**src/rtl/vertex_fetch_engine_if.sv**
```systemverilog
`default_nettype none
// ============================================================================
// Module   : vertex_fetch_engine_if
// Brief    : Start, consumer-FIFO, memory-port and status signals of the
//            vertex fetch engine.
// Revision : 1.0
// ============================================================================
interface vertex_fetch_engine_if #(
    parameter int DATA_W = 32,
    parameter int ADDR_W = 32,
    parameter int CNT_W  = 7
) ();
    logic [ADDR_W-1:0] v_addr_in;
    logic              valid_in;
    logic              ready_out;
    logic              pos_deq_in;
    logic [DATA_W-1:0] pos_data_out;
    logic              pos_valid_out;
    logic              neigh_deq_in;
    logic [DATA_W-1:0] neigh_data_out;
    logic              neigh_valid_out;
    logic              pmem_req_valid_out;
    logic [ADDR_W-1:0] pmem_req_addr_out;
    logic              pmem_req_ready_in;
    logic              pmem_rsp_valid_in;
    logic [DATA_W-1:0] pmem_rsp_data_in;
    logic              nmem_req_valid_out;
    logic [ADDR_W-1:0] nmem_req_addr_out;
    logic              nmem_req_ready_in;
    logic              nmem_rsp_valid_in;
    logic [DATA_W-1:0] nmem_rsp_data_in;
    logic              done_out;
    logic [CNT_W-1:0]  neigh_count_out;
    logic              trunc_out;

    modport slave (
        input  v_addr_in, valid_in, pos_deq_in, neigh_deq_in,
        input  pmem_req_ready_in, pmem_rsp_valid_in, pmem_rsp_data_in,
        input  nmem_req_ready_in, nmem_rsp_valid_in, nmem_rsp_data_in,
        output ready_out, pos_data_out, pos_valid_out, neigh_data_out, neigh_valid_out,
        output pmem_req_valid_out, pmem_req_addr_out, nmem_req_valid_out, nmem_req_addr_out,
        output done_out, neigh_count_out, trunc_out
    );

    modport master (
        output v_addr_in, valid_in, pos_deq_in, neigh_deq_in,
        output pmem_req_ready_in, pmem_rsp_valid_in, pmem_rsp_data_in,
        output nmem_req_ready_in, nmem_rsp_valid_in, nmem_rsp_data_in,
        input  ready_out, pos_data_out, pos_valid_out, neigh_data_out, neigh_valid_out,
        input  pmem_req_valid_out, pmem_req_addr_out, nmem_req_valid_out, nmem_req_addr_out,
        input  done_out, neigh_count_out, trunc_out
    );
endinterface
`default_nettype wire

```
**src/rtl/vertex_fetch_engine.sv**
```systemverilog
`default_nettype none
// ============================================================================
// Module   : vertex_fetch_engine (+ vertex_fetch_engine_fifo)
// Brief    : Credit-based fetch of a vertex's position words and zero-
//            terminated neighbour list into two output FIFOs.
// Revision : 1.0
// ============================================================================
module vertex_fetch_engine_fifo #(
    parameter int DEPTH = 4,
    parameter int W     = 32
) (
    input  wire logic                         clk,
    input  wire logic                         rst,
    input  wire logic                         enq,
    input  wire logic [W-1:0]                 din,
    input  wire logic                         deq,
    output logic      [W-1:0]                 dout,
    output logic                              valid,
    output logic      [$clog2(DEPTH+1)-1:0]   count
);
    localparam int AW = (DEPTH > 1) ? $clog2(DEPTH) : 1;
    localparam int CW = $clog2(DEPTH+1);

    logic [W-1:0]  mem [DEPTH];
    logic [AW-1:0] rd_ptr, wr_ptr;
    logic          do_enq, do_deq;

    always_comb begin
        do_deq = deq && (count != '0);
        do_enq = enq && (32'(count) < DEPTH);
        valid  = (count != '0);
        dout   = mem[rd_ptr];
    end

    always_ff @(posedge clk) begin
        if (rst) begin
            rd_ptr <= '0;
            wr_ptr <= '0;
            count  <= '0;
        end else begin
            if (do_enq) begin
                mem[wr_ptr] <= din;
                wr_ptr      <= (32'(wr_ptr) == DEPTH-1) ? '0 : wr_ptr + AW'(1);
            end
            if (do_deq)
                rd_ptr <= (32'(rd_ptr) == DEPTH-1) ? '0 : rd_ptr + AW'(1);
            count <= count + CW'(do_enq) - CW'(do_deq);
        end
    end
endmodule

module vertex_fetch_engine #(
    parameter int DIM         = 2,
    parameter int DATA_W      = 32,
    parameter int ADDR_W      = 32,
    parameter int POS_DEPTH   = 4,
    parameter int NEIGH_DEPTH = 4,
    parameter int MAX_OUTST   = 4,
    parameter int MAX_NEIGH   = 64
) (
    input  wire logic             clk_in,
    input  wire logic             rst_in,
    vertex_fetch_engine_if.slave  bus
);
    localparam int CNT_W = $clog2(MAX_NEIGH+1);
    localparam int OW    = $clog2(MAX_OUTST+1);
    localparam int PW    = $clog2(POS_DEPTH+1);
    localparam int NW    = $clog2(NEIGH_DEPTH+1);
    localparam int IW    = $clog2(DIM+1);

    typedef enum logic [1:0] {
        IDLE  = 2'd0,
        FETCH = 2'd1,
        DRAIN = 2'd2,
        DONE  = 2'd3
    } state_t;

    state_t            state, state_nxt;
    logic [ADDR_W-1:0] pos_addr, neigh_addr;
    logic [IW-1:0]     pos_issued;
    logic [OW-1:0]     pos_outst, neigh_outst;
    logic [CNT_W-1:0]  neigh_enq;
    logic              stop, trunc;
    logic [PW-1:0]     pos_cnt;
    logic [NW-1:0]     neigh_cnt;

    logic start, pos_rsp_ok, neigh_rsp_ok, neigh_zero, neigh_push, stop_now;
    logic pos_more, neigh_more, pos_req, neigh_req, pos_fire, neigh_fire;

    always_comb begin
        start        = (state == IDLE) && bus.valid_in;
        // A response with nothing outstanding is stale (e.g. issued before a reset).
        pos_rsp_ok   = bus.pmem_rsp_valid_in && (pos_outst != '0);
        neigh_rsp_ok = bus.nmem_rsp_valid_in && (neigh_outst != '0);
        neigh_zero   = neigh_rsp_ok && !stop && (bus.nmem_rsp_data_in == '0);
        neigh_push   = neigh_rsp_ok && !stop && (bus.nmem_rsp_data_in != '0);
        stop_now     = stop || neigh_zero;
        pos_more     = 32'(pos_issued) < DIM;
        neigh_more   = !stop_now && (32'(neigh_enq) + 32'(neigh_outst) < MAX_NEIGH);
        // Credit: stored + in-flight never exceeds FIFO depth, so a response always fits.
        pos_req      = (state == FETCH) && pos_more && (32'(pos_outst) < MAX_OUTST)
                       && (32'(pos_cnt) + 32'(pos_outst) < POS_DEPTH);
        neigh_req    = (state == FETCH) && neigh_more && (32'(neigh_outst) < MAX_OUTST)
                       && (32'(neigh_cnt) + 32'(neigh_outst) < NEIGH_DEPTH);
        pos_fire     = pos_req && bus.pmem_req_ready_in;
        neigh_fire   = neigh_req && bus.nmem_req_ready_in;
    end

    always_comb begin
        state_nxt = state;
        case (state)
            IDLE:    if (bus.valid_in) state_nxt = FETCH;
            FETCH:   if (!pos_more && !neigh_more) state_nxt = DRAIN;
            DRAIN:   if ((pos_outst == '0) && (neigh_outst == '0)) state_nxt = DONE;
            DONE:    state_nxt = IDLE;
            default: state_nxt = IDLE;
        endcase
    end

    always_ff @(posedge clk_in) begin
        if (rst_in) begin
            state       <= IDLE;
            pos_addr    <= '0;
            neigh_addr  <= '0;
            pos_issued  <= '0;
            pos_outst   <= '0;
            neigh_outst <= '0;
            neigh_enq   <= '0;
            stop        <= 1'b0;
            trunc       <= 1'b0;
        end else begin
            state       <= state_nxt;
            pos_outst   <= pos_outst + OW'(pos_fire) - OW'(pos_rsp_ok);
            neigh_outst <= neigh_outst + OW'(neigh_fire) - OW'(neigh_rsp_ok);
            if (start) begin
                pos_addr   <= bus.v_addr_in + ADDR_W'(1);
                neigh_addr <= bus.v_addr_in + ADDR_W'(DIM + 1);
                pos_issued <= '0;
                neigh_enq  <= '0;
                stop       <= 1'b0;
                trunc      <= 1'b0;
            end else begin
                if (pos_fire) begin
                    pos_addr   <= pos_addr + ADDR_W'(1);
                    pos_issued <= pos_issued + IW'(1);
                end
                if (neigh_fire)
                    neigh_addr <= neigh_addr + ADDR_W'(1);
                if (neigh_zero)
                    stop <= 1'b1;
                if (neigh_push)
                    neigh_enq <= neigh_enq + CNT_W'(1);
                if ((state == DRAIN) && (state_nxt == DONE))
                    trunc <= !stop && (32'(neigh_enq) == MAX_NEIGH);
            end
        end
    end

    vertex_fetch_engine_fifo #(.DEPTH(POS_DEPTH), .W(DATA_W)) u_pos_fifo (
        .clk   (clk_in),
        .rst   (rst_in),
        .enq   (pos_rsp_ok),
        .din   (bus.pmem_rsp_data_in),
        .deq   (bus.pos_deq_in),
        .dout  (bus.pos_data_out),
        .valid (bus.pos_valid_out),
        .count (pos_cnt)
    );

    vertex_fetch_engine_fifo #(.DEPTH(NEIGH_DEPTH), .W(DATA_W)) u_neigh_fifo (
        .clk   (clk_in),
        .rst   (rst_in),
        .enq   (neigh_push),
        .din   (bus.nmem_rsp_data_in),
        .deq   (bus.neigh_deq_in),
        .dout  (bus.neigh_data_out),
        .valid (bus.neigh_valid_out),
        .count (neigh_cnt)
    );

    assign bus.ready_out          = (state == IDLE);
    assign bus.done_out           = (state == DONE);
    assign bus.neigh_count_out    = neigh_enq;
    assign bus.trunc_out          = trunc;
    assign bus.pmem_req_valid_out = pos_req;
    assign bus.pmem_req_addr_out  = pos_addr;
    assign bus.nmem_req_valid_out = neigh_req;
    assign bus.nmem_req_addr_out  = neigh_addr;
endmodule
`default_nettype wire

```
**src/flat_wrapper.sv**
```systemverilog
// flat-port wrapper written by rule: the top's interface ports become plain ports
module vertex_fetch_engine_flat 
#(
    parameter int DIM         = 2,
    parameter int DATA_W      = 32,
    parameter int ADDR_W      = 32,
    parameter int POS_DEPTH   = 4,
    parameter int NEIGH_DEPTH = 4,
    parameter int MAX_OUTST   = 4,
    parameter int MAX_NEIGH   = 64
)
  (clk_in, rst_in, bus_v_addr_in, bus_valid_in, bus_pos_deq_in, bus_neigh_deq_in, bus_pmem_req_ready_in, bus_pmem_rsp_valid_in, bus_pmem_rsp_data_in, bus_nmem_req_ready_in, bus_nmem_rsp_valid_in, bus_nmem_rsp_data_in, bus_ready_out, bus_pos_data_out, bus_pos_valid_out, bus_neigh_data_out, bus_neigh_valid_out, bus_pmem_req_valid_out, bus_pmem_req_addr_out, bus_nmem_req_valid_out, bus_nmem_req_addr_out, bus_done_out, bus_neigh_count_out, bus_trunc_out);
  vertex_fetch_engine_if #(.DATA_W(DATA_W), .ADDR_W(ADDR_W)) bus_i ();
  input  wire logic clk_in;
  input  wire logic rst_in;
  input wire logic [$bits(bus_i.v_addr_in)-1:0] bus_v_addr_in;
  input wire logic [$bits(bus_i.valid_in)-1:0] bus_valid_in;
  input wire logic [$bits(bus_i.pos_deq_in)-1:0] bus_pos_deq_in;
  input wire logic [$bits(bus_i.neigh_deq_in)-1:0] bus_neigh_deq_in;
  input wire logic [$bits(bus_i.pmem_req_ready_in)-1:0] bus_pmem_req_ready_in;
  input wire logic [$bits(bus_i.pmem_rsp_valid_in)-1:0] bus_pmem_rsp_valid_in;
  input wire logic [$bits(bus_i.pmem_rsp_data_in)-1:0] bus_pmem_rsp_data_in;
  input wire logic [$bits(bus_i.nmem_req_ready_in)-1:0] bus_nmem_req_ready_in;
  input wire logic [$bits(bus_i.nmem_rsp_valid_in)-1:0] bus_nmem_rsp_valid_in;
  input wire logic [$bits(bus_i.nmem_rsp_data_in)-1:0] bus_nmem_rsp_data_in;
  output wire logic [$bits(bus_i.ready_out)-1:0] bus_ready_out;
  output wire logic [$bits(bus_i.pos_data_out)-1:0] bus_pos_data_out;
  output wire logic [$bits(bus_i.pos_valid_out)-1:0] bus_pos_valid_out;
  output wire logic [$bits(bus_i.neigh_data_out)-1:0] bus_neigh_data_out;
  output wire logic [$bits(bus_i.neigh_valid_out)-1:0] bus_neigh_valid_out;
  output wire logic [$bits(bus_i.pmem_req_valid_out)-1:0] bus_pmem_req_valid_out;
  output wire logic [$bits(bus_i.pmem_req_addr_out)-1:0] bus_pmem_req_addr_out;
  output wire logic [$bits(bus_i.nmem_req_valid_out)-1:0] bus_nmem_req_valid_out;
  output wire logic [$bits(bus_i.nmem_req_addr_out)-1:0] bus_nmem_req_addr_out;
  output wire logic [$bits(bus_i.done_out)-1:0] bus_done_out;
  output wire logic [$bits(bus_i.neigh_count_out)-1:0] bus_neigh_count_out;
  output wire logic [$bits(bus_i.trunc_out)-1:0] bus_trunc_out;
  assign bus_i.v_addr_in = bus_v_addr_in;
  assign bus_i.valid_in = bus_valid_in;
  assign bus_i.pos_deq_in = bus_pos_deq_in;
  assign bus_i.neigh_deq_in = bus_neigh_deq_in;
  assign bus_i.pmem_req_ready_in = bus_pmem_req_ready_in;
  assign bus_i.pmem_rsp_valid_in = bus_pmem_rsp_valid_in;
  assign bus_i.pmem_rsp_data_in = bus_pmem_rsp_data_in;
  assign bus_i.nmem_req_ready_in = bus_nmem_req_ready_in;
  assign bus_i.nmem_rsp_valid_in = bus_nmem_rsp_valid_in;
  assign bus_i.nmem_rsp_data_in = bus_nmem_rsp_data_in;
  assign bus_ready_out = bus_i.ready_out;
  assign bus_pos_data_out = bus_i.pos_data_out;
  assign bus_pos_valid_out = bus_i.pos_valid_out;
  assign bus_neigh_data_out = bus_i.neigh_data_out;
  assign bus_neigh_valid_out = bus_i.neigh_valid_out;
  assign bus_pmem_req_valid_out = bus_i.pmem_req_valid_out;
  assign bus_pmem_req_addr_out = bus_i.pmem_req_addr_out;
  assign bus_nmem_req_valid_out = bus_i.nmem_req_valid_out;
  assign bus_nmem_req_addr_out = bus_i.nmem_req_addr_out;
  assign bus_done_out = bus_i.done_out;
  assign bus_neigh_count_out = bus_i.neigh_count_out;
  assign bus_trunc_out = bus_i.trunc_out;
  vertex_fetch_engine #(.DIM(DIM), .DATA_W(DATA_W), .ADDR_W(ADDR_W), .POS_DEPTH(POS_DEPTH), .NEIGH_DEPTH(NEIGH_DEPTH), .MAX_OUTST(MAX_OUTST), .MAX_NEIGH(MAX_NEIGH)) u_core (.clk_in(clk_in), .rst_in(rst_in), .bus(bus_i));
endmodule
```
**config.mk**
```make
export PLATFORM = sky130hd
export DESIGN_NAME = vertex_fetch_engine_flat
export DESIGN_NICKNAME = d
export VERILOG_FILES = /design/src/rtl/vertex_fetch_engine_if.sv /design/src/rtl/vertex_fetch_engine.sv /design/src/flat_wrapper.sv
export SDC_FILE = /design/constraint.sdc
export NUM_CORES = 1
export LEC_CHECK = 0
export ABC_AREA = 1
export CORE_ASPECT_RATIO = 1.25
export CORE_MARGIN = 3
export CORE_UTILIZATION = 40
export DETAILED_ROUTE_END_ITERATION = 8
export REMOVE_ABC_BUFFERS = 1
export SYNTH_ARGS = -nofsm -noshare
export SYNTH_HDL_FRONTEND = slang
export SYNTH_SLANG_ARGS = --single-unit
```
**constraint.sdc**
```tcl
create_clock -name clk_in -period 3.7 [get_ports clk_in]
set_clock_uncertainty 0.05 [all_clocks]
set_input_delay 0.74 -clock clk_in [delete_from_list [all_inputs] [get_ports clk_in]]
set_output_delay 0.74 -clock clk_in [all_outputs]
set_load 0.02 [all_outputs]
```
After elaboration in Yosys (flattened, before gate mapping)

Memory sizes are Yosys's and may differ from the RTL's. A register that Yosys moved wholly into a read port is not among the register bits.
Cells that the tools add are included.

$add $sub $neg: 21
Multiplexer cells: 22
Equality and inequality tests: 9
Reductions and logical operators: 40
$lt $le $gt $ge: 8

Operators with widths:

| operator                | count |
|---|---|
| $mux W32                | 4 |
| $add A32 B1 Y32 const B | 3 |
| $lt A32 B3 Y1 const B   | 2 |
| $add A32 B2 Y32 const B | 1 |
| $logic_not A32 Y1       | 1 |
| $lt A32 B7 Y1 const B   | 1 |
| $reduce_bool A32 Y1     | 1 |
| $logic_and A1 B1 Y1     | 23 |
| $mux W2                 | 11 |
| $eq A2 B2 Y1 const B    | 7 |
| $add A3 B1 Y3           | 4 |
| $lt A3 B3 Y1 const B    | 4 |
| $reduce_bool A3 Y1      | 4 |
| $sub A3 B1 Y3           | 4 |
| $add A2 B1 Y2 const B   | 5 |
| $add A3 B3 Y4           | 2 |
| $add A7 B3 Y8           | 1 |
| $pmux W2 S4             | 1 |
| $add A7 B1 Y7 const B   | 1 |
| $eq A7 B7 Y1 const B    | 1 |
| $logic_not A3 Y1        | 2 |
| $mux W1                 | 6 |
| $logic_not A1 Y1        | 4 |
| $reduce_bool A2 Y1      | 2 |
| other kinds (5)         | 5 |

Memories kept: 2
Bits in writable memories: 256
Output and inout bits: 142
Flip-flop bits (word level): 97
Input port bits: 105

Memory list:

| memory                  | depth | bits a word | rd ports | clocked after memory_dff | write ports | RTL line                  | RTL |
|---|---|---|---|---|---|---|---|
| u_core.u_neigh_fifo.mem | 4     | 32          | 1        | 1                        | 1           | vertex_fetch_engine.sv:24 | `logic [W-1:0] mem [DEPTH];` |
| u_core.u_pos_fifo.mem   | 4     | 32          | 1        | 1                        | 1           | vertex_fetch_engine.sv:24 |  |

Depth between registers and ports, before layout

Gate-level depths: netlist of run 1.

Depth after elaboration: 13
Mapped depth: 17
Depth with buffers taken out: 16

Modules after synthesis

A second synthesis of run 1 with hierarchy kept.

Cell total of the unflattened synthesis: 2013
Area total of the unflattened synthesis: 17723.2 µm²

Modules (own cells, without submodules):

| module                   | cells an instance | times used | seq. area each (µm²) | area an instance (µm²) |
|---|---|---|---|---|
| vertex_fetch_engine_fifo | 373               | 2          | 4023.9               | 5248.8 |
| vertex_fetch_engine      | 1267              | 1          | 1661.6               | 7225.7 |

Worst setup path after synthesis of run 1

OpenSTA, ideal clock, no wires.

Path type: input-to-reg
Start: input port bus_nmem_rsp_valid_in
End: memory u_core.u_neigh_fifo.mem[0][0] (enable)
Cell stages on the path: 6
Data arrival time: 2.786 ns
Path buffers: 0
Path slack: 0.443 ns
Required time: 3.229 ns
Library setup time: 0.421 ns
Cell sequence: inv_1 > nor3_1 > nand2_1 > nor2_1 > nand2_1 > nor2_1

Cells in the longest elaborated chain, start to end: 7

RTL lines:

| element                          | RTL line                  | RTL |
|---|---|---|
| from (decl)                      | flat_wrapper.sv:24        | `input wire logic [$bits(bus_i.nmem_rsp_valid_in)-1:0] bus_nmem_rsp_valid_in;` |
| $logic_and A1 B1 Y1              | vertex_fetch_engine.sv:94 | `neigh_rsp_ok = bus.nmem_rsp_valid_in && (neigh_outst != '0);` |
| $logic_and A1 B1 Y1 (2 in a row) | vertex_fetch_engine.sv:96 | `neigh_push = neigh_rsp_ok && !stop && (bus.nmem_rsp_data_in != '0);` |
| $logic_and A1 B1 Y1              | vertex_fetch_engine.sv:30 | `do_enq = enq && (32'(count) < DEPTH);` |
| $mux W1                          | vertex_fetch_engine.sv:41 | `if (do_enq) begin` |
| $mux W1                          | vertex_fetch_engine.sv:36 | `if (rst) begin` |
| $mux W1 (implied by the code)    | vertex_fetch_engine.sv:42 | `mem[wr_ptr] <= din;` |
| to (decl)                        | vertex_fetch_engine.sv:24 |  |

No other way between the ends.

==> flow_summary.json, run 1 <==
{
  "cts_tree": "yes",
  "grt_max_degree": 65,
  "report.final.hold_viol_count": 0,
  "setup_tns_ns": 0,
  "min_to": "u_core.bus.pmem_req_addr_out[20]$_SDFFE_PP0P_",
  "synth_cell_type_count": 48,
  "max_cap_viol_count": 0,
  "fillers": 3959,
  "pin_count": 247,
  "synth-seq-cells": 357,
  "synth_area_um2": 17230,
  "r2r_end": "u_core.bus.pmem_req_addr_out[26]$_SDFFE_PP0P_",
  "coreArea_um2": 42360,
  "synth_top_area_frac": 0.4463,
  "final_cell_mix": "nand2_1, nor2_1, edfxtp_1",
  "crit_type": "flip-flop to output pin",
  "synth_area_leaders": "edfxtp_1, dfxtp_1, nand2_1, nor2_1, o21ai_0",
  "layout.nets": 2322,
  "vias": 14400,
  "fp-row-count": 84,
  "cts_buffers": 38,
  "power_density_nw_per_um2": 591.1,
  "cp_cell_sequence": "buf_4, o21ai_0, o22ai_1, clkdlybuf4s50_1",
  "place_hpwl_um": 34810,
  "crit_family": "buffers and inverters",
  "synthCells": 1918,
  "drt_wl_total_um": 49820,
  "synthFlopType": "edfxtp_1",
  "drt-pass1-iter-count": 5,
  "design.die.area_um2": 45610,
  "combPwrFrac": 0.320,
  "cts-root-buf": "clkbuf_16",
  "grt_overflow": 0,
  "worstSkewPairLatency_ns": 0.52,
  "min_path_cells": 2,
  "leakage_nw": 8.108,
  "cts_resized": 1,
  "route.detailed.drc": 0,
  "antenna_cells": 0,
  "power.internal_w": 0.008605,
  "setup_violations": 0,
  "grt_usage": 0.2152,
  "fin_area_um2": 21760,
  "grt_pass1_vias": 13860,
  "cp-end-kind": "output pin",
  "slew_headroom": 0.3568,
  "r2r_slack_ns": 1.02,
  "drt-initial-drc-count": 1006,
  "placement.io_buffers": 246,
  "ys_warn_count": 0,
  "power_switching_w": 0.004258,
  "grt_pass1_wl_um": 76990,
  "synth_edf_count": 256,
  "worstPathArrival_ns": 2.58,
  "hold_start": "u_core.bus.pmem_req_addr_out[20]$_SDFFE_PP0P_",
  "post-route-period-util": 0.9098,
  "worst_pin_slew_ns": 0.9638,
  "clk_pin_slew_ns": 0.06,
  "die_x_um": 191.6,
  "clkPwrFrac": 0.299,
  "status": "complete, no violations",
  "slowest_delay_ns": 0.67,
  "antenna_found_initial": 0,
  "peakVddDrop_uv": 351.5,
  "cp.required_ns": 2.91,
  "worstHoldPathType": "flip-flop to flip-flop",
  "htreeDepth": 2,
  "synth_area_leader_cell": "edfxtp_1",
  "postPlaceCellArea_um2": 20490,
  "wl_per_cell_um": 17.99,
  "cts_num_sinks": 357,
  "ys_async_sr_fraction": 0,
  "die_h_um": 238.0,
  "reg2reg_depth": 15,
  "synth_seq_area_share": 0.5636,
  "p_sw_frac": 0.3310,
  "ant_nets": 0,
  "rr_startpoint": "u_core.state[0]$_SDFF_PP0_",
  "holdBufCountCts": 0,
  "final_common_cell": "nand2_1",
  "crit_fanout": 64,
  "drive_above_1_share": 0.08190,
  "seq_power_share": 0.381,
  "clk_path_buf_depth": 3,
  "startpoint_type": "flip-flop",
  "vias_per_cell": 5.202,
  "path_buf_inv": 2,
  "slew_viol_final": 0,
  "grt_setup_unrepaired": "no",
  "synthToLayoutAreaGrowth_pct": 26.33,
  "initial_core_util": 0.4067,
  "critPathSlowestCell": "clkdlybuf4s50_1",
  "cts_setup_buffers": 0,
  "syn_avg_cell_area_um2": 8.982,
  "routabilityCongestion": 0.9321,
  "post-route-min-period_ns": 3.366,
  "max_freq_mhz": 297.1
}
## kinds of logic after synthesis
| logic type | share of synthesized area |
|---|---|
| and+or+nand+nor | 0.2273 |
| DFF | 0.5636 |
| AOI/OAI and AO/OA | 0.1086 |
| buffers and inverters | 0.05694 |
| xor gates and xnor gates | 0.01779 |
| adders and majority gates | 0.02571 |
## sequential cells by signal, summed over array words and instances (netlist names), named ones only
name / count
u_core.pos_issued: 2
u_core.bus.trunc_out: 1
u_core.u_pos_fifo.mem: 128
u_core.u_pos_fifo.count: 3
u_core.bus.nmem_req_addr_out: 32
u_core.u_pos_fifo.wr_ptr: 2
u_core.u_pos_fifo.rd_ptr: 2
u_core.bus.neigh_count_out: 7
u_core.u_neigh_fifo.wr_ptr: 2
u_core.neigh_outst: 3
u_core.u_neigh_fifo.mem: 128
u_core.u_neigh_fifo.rd_ptr: 2
u_core.state: 2
u_core.pos_outst: 3
u_core.bus.pmem_req_addr_out: 32
u_core.u_neigh_fifo.count: 3
u_core.stop: 1
## worst reg2reg max path: cells and delay by family, from the launching register on
| kind | cells | cell delay [ns] |
|---|---|---|
| AOI/OAI and AO/OA | 1 | 0.13 |
| and+or+nand+nor | 11 | 1.33 |
| buffers and inverters | 3 | 0.67 |
| DFF | 1 | 0.40 |
## synth_stat cells (6+ instances only)
library cell,instances
a21oi_1,52
clkbuf_1,46
nor2_1,299
o22ai_1,64
buf_2,15
xnor2_1,12
nor2_4,6
o21a_1,6
nand2_2,18
o211ai_1,8
nand4_1,20
nand3b_1,9
edfxtp_1,256
nor2_2,15
ha_1,29
nand3_1,132
nand2_1,366
or2_2,7
dfxtp_1,101
o21bai_1,7
nor3_1,36
buf_1,7
xor2_1,23
o21ai_0,185
inv_1,157
## worst max-delay path by stage
stage          cells after the start  slack [ns]                     end
2_1_floorplan                      3       -0.13   bus_neigh_data_out[0]
3_3_place_gp                      11         0.1  bus_nmem_req_valid_out
3_5_place_dp                      11        0.08  bus_nmem_req_valid_out
4_1_cts                            5        0.02    bus_pos_data_out[30]
5_1_grt                            5        0.13   bus_neigh_data_out[2]
6_report                           4        0.33  bus_neigh_data_out[15]
## metrics by stage
step | worst slack, ns | total power (W) | hold slack (ns) | utilization | std cells
after floorplan | -0.1336 | 0.007135 | 0.3973 | - | 1842
after global placement | 0.09516 | 0.009066 | 0.4141 | 0.4837 | 2703
after detailed placement | 0.07749 | 0.009131 | 0.4351 | 0.4837 | 2703
after CTS | 0.02104 | 0.01304 | 0.4463 | 0.5136 | 2769
after global routing | 0.1326 | 0.01360 | 0.4790 | 0.5138 | 2769
final | 0.3337 | 0.01286 | 0.4415 | 0.5138 | 2769
## metal layers
| layer | global-route usage | part of all wire | routed length (um) | up-vias |
|---|---|---|---|---|
| met2 | 0.3709 | 0.49 | 24530 | 430 |
| li1 | - | - | - | 7060 |
| met5 | 0 | 0 | 0 | - |
| met1 | 0.2714 | 0.41 | 20640 | 6811 |
| met3 | 0.03497 | 0.055 | 2746 | 103 |
| met4 | 0.08187 | 0.038 | 1902 | 0 |
## power by group through the flow
stage	logic (W)	registers [W]	clock network, W
finish	0.00412	0.00490	0.00385
global route	0.00455	0.00494	0.00411
CTS	0.00418	0.00489	0.00397
detailed placement	0.00416	0.00497	0
global placement	0.00410	0.00497	0
floorplan	0.00204	0.00510	0
## area by class of cell
cell class | instances | area, um2 | area share
clock buffers | 49 | 1033 | 0.04749
clock inverters | 17 | 232.7 | 0.01069
inverters | 162 | 615.6 | 0.02829
multi-input cells | 1323 | 6559 | 0.3014
flip-flops and latches | 357 | 9712 | 0.4463
well taps | 559 | 699.4 | 0.03214
repair buffers | 302 | 2910 | 0.1337
(Power assumes the default switching activity.)
==> run 2: changes to the inputs <==
--- a/config.mk
+++ b/config.mk
@@ -10,6 +10,7 @@
 export CORE_MARGIN = 3
 export CORE_UTILIZATION = 40
 export DETAILED_ROUTE_END_ITERATION = 8
+export DONT_BUFFER_PORTS = 1
 export REMOVE_ABC_BUFFERS = 1
 export SYNTH_ARGS = -nofsm -noshare
 export SYNTH_HDL_FRONTEND = slang
==> run 2 against run 1 <==
  * Utilization fell by 6.4 points
  * Clock power fell by 2%
  * Sequential share of layout area rose by 6.4 points
  * Cell area shrank 12%
  * First-iteration DRC count down 30%
  * Highest routed layer unchanged
==> flow_summary.json, run 2 (synthesis gave the netlist of run 1 again) <==
{
  "leakage_nw": 6.980,
  "cts-root-buf": "clkbuf_16",
  "power_w": 0.01169,
  "crit_type": "flip-flop to output pin",
  "cts_num_sinks": 357,
  "power.internal_w": 0.007629,
  "synthToLayoutAreaGrowth_pct": 10.56,
  "layout.nets": 2044,
  "slew_viol_final": 0,
  "drt-pass1-iter-count": 6,
  "cts_resized": 0,
  "power_switching_w": 0.004063,
  "grt_pass1_wl_um": 71260,
  "clkPwrFrac": 0.324,
  "cp-end-kind": "output pin",
  "cts_setup_buffers": 0,
  "power_density_nw_per_um2": 613.8,
  "cp.required_ns": 2.91,
  "clk_path_buf_depth": 3,
  "die_h_um": 238.0,
  "drive_above_1_share": 0.07497,
  "die_x_um": 191.6,
  "drt_wl_total_um": 46520,
  "report.final.hold_viol_count": 0,
  "final_cell_mix": "nand2_1, nor2_1, edfxtp_1",
  "reg.largest.list": "u_core.u_neigh_fifo.mem (128), u_core.u_pos_fifo.mem (128)",
  "post-place-ws_ns": 0.5461,
  "coreArea_um2": 42360,
  "grt_usage": 0.1998,
  "htreeDepth": 2,
  "worstHoldPathType": "primary input to flip-flop",
  "grt_overflow": 0,
  "startpoint_type": "flip-flop",
  "route.detailed.drc": 0,
  "vias": 13190,
  "initial_core_util": 0.4067,
  "grt_setup_unrepaired": "no",
  "max_cap_viol_count": 0,
  "hold-worst-slack_ns": 0.2297,
  "worstPathArrival_ns": 2.63,
  "post-route-min-period_ns": 3.422,
  "pin_count": 247,
  "worst_pin_slew_ns": 1.100,
  "worst_slack_ns": 0.2781,
  "status": "complete, no violations",
  "crit_fanout": 40,
  "p_sw_frac": 0.3475,
  "ant_nets": 0,
  "grt_max_degree": 65,
  "placement.io_buffers": 0,
  "wl_per_cell_um": 18.65,
  "worstSkewPairLatency_ns": 0.53,
  "final_common_cell": "nand2_1",
  "routabilityCongestion": 0.9424,
  "place_hpwl_um": 32240,
  "post-route-period-util": 0.9248,
  "design.die.area_um2": 45610,
  "antenna_found_initial": 1,
  "combPwrFrac": 0.246,
  "slew_headroom": 0.2647,
  "vias_per_cell": 5.287,
  "cts_buffers": 37,
  "drt-initial-drc-count": 708,
  "finalNonFillerCells": 2494,
  "peakVddDrop_uv": 346.7,
  "grt_pass1_vias": 12690,
  "clk_pin_slew_ns": 0.06,
  "setup_violations": 0,
  "cts_tree": "yes",
  "setup_tns_ns": 0,
  "holdBufCountCts": 0,
  "seq_power_share": 0.430,
  "max_freq_mhz": 292.2,
  "fp-row-count": 84,
  "place_inst": 2426
}
## run 2: critical path, cell delays in order, from the launching register on
cell	delay (ns)
dfxtp_2	0.33
clkinv_1	0.81
buf_4	0.54
o21ai_0	0.19
o22ai_1	0.22
## run 2: power groups by stage
stage          Combinational (W)  Clock (W)  Sequential [W]
2_1_floorplan            0.00204          0         0.00510
3_3_place_gp             0.00285          0         0.00511
3_5_place_dp             0.00292          0         0.00512
4_1_cts                  0.00292    0.00390         0.00503
5_1_grt                  0.00323    0.00408         0.00507
6_report                 0.00287    0.00379         0.00503
## run 2: layout make-up
type	instances	area (um2)
fill	4055	23310
timing repair buffer	25	187.7
clock buffer	43	969.7
antenna	1	2.502
multi-input combinational	1323	6591
sequential	357	9712
clock inverter	24	272.8
inverter	162	610.6
tap	559	699.4
## run 2: metrics by stage
step	utilization	cell area, um2
floorplan	-	16860
global placement	0.4203	17800
detailed placement	0.4203	17800
CTS	0.4496	19040
global route	0.4496	19040
finish	0.4497	19050
## run 2: layer usage
| metal | part of all wire | global-route usage |
|---|---|---|
| met5 | 0 | 0 |
| met4 | 0.033 | 0.07075 |
| met3 | 0.095 | 0.07803 |
| met2 | 0.50 | 0.3488 |
| met1 | 0.38 | 0.2207 |
## run 2: final timing paths
check,startpoint,to,slack (ns),cells past startpoint
hold reg to reg,u_core.u_pos_fifo.count[2]$_SDFF_PP0_,u_core.u_pos_fifo.count[2]$_SDFF_PP0_,0.44,1
setup reg to reg,u_core.bus.neigh_count_out[2]$_SDFFE_PP0N_,u_core.neigh_outst[2]$_SDFF_PP0_,0.92,12
hold / removal,rst_in,u_core.bus.nmem_req_addr_out[23]$_SDFFE_PP0P_,0.23,1
setup / recovery,flip-flop,bus_neigh_data_out[16],0.28,4
==> run 3: changes to the inputs <==
--- a/config.mk
+++ b/config.mk
@@ -11,6 +11,7 @@
 export CORE_UTILIZATION = 40
 export DETAILED_ROUTE_END_ITERATION = 8
 export DONT_BUFFER_PORTS = 1
+export HOLD_SLACK_MARGIN = 0.03
 export REMOVE_ABC_BUFFERS = 1
 export SYNTH_ARGS = -nofsm -noshare
 export SYNTH_HDL_FRONTEND = slang
==> results of run 3 <==
Final layout, timing and power as in run 2 (identical DEF).
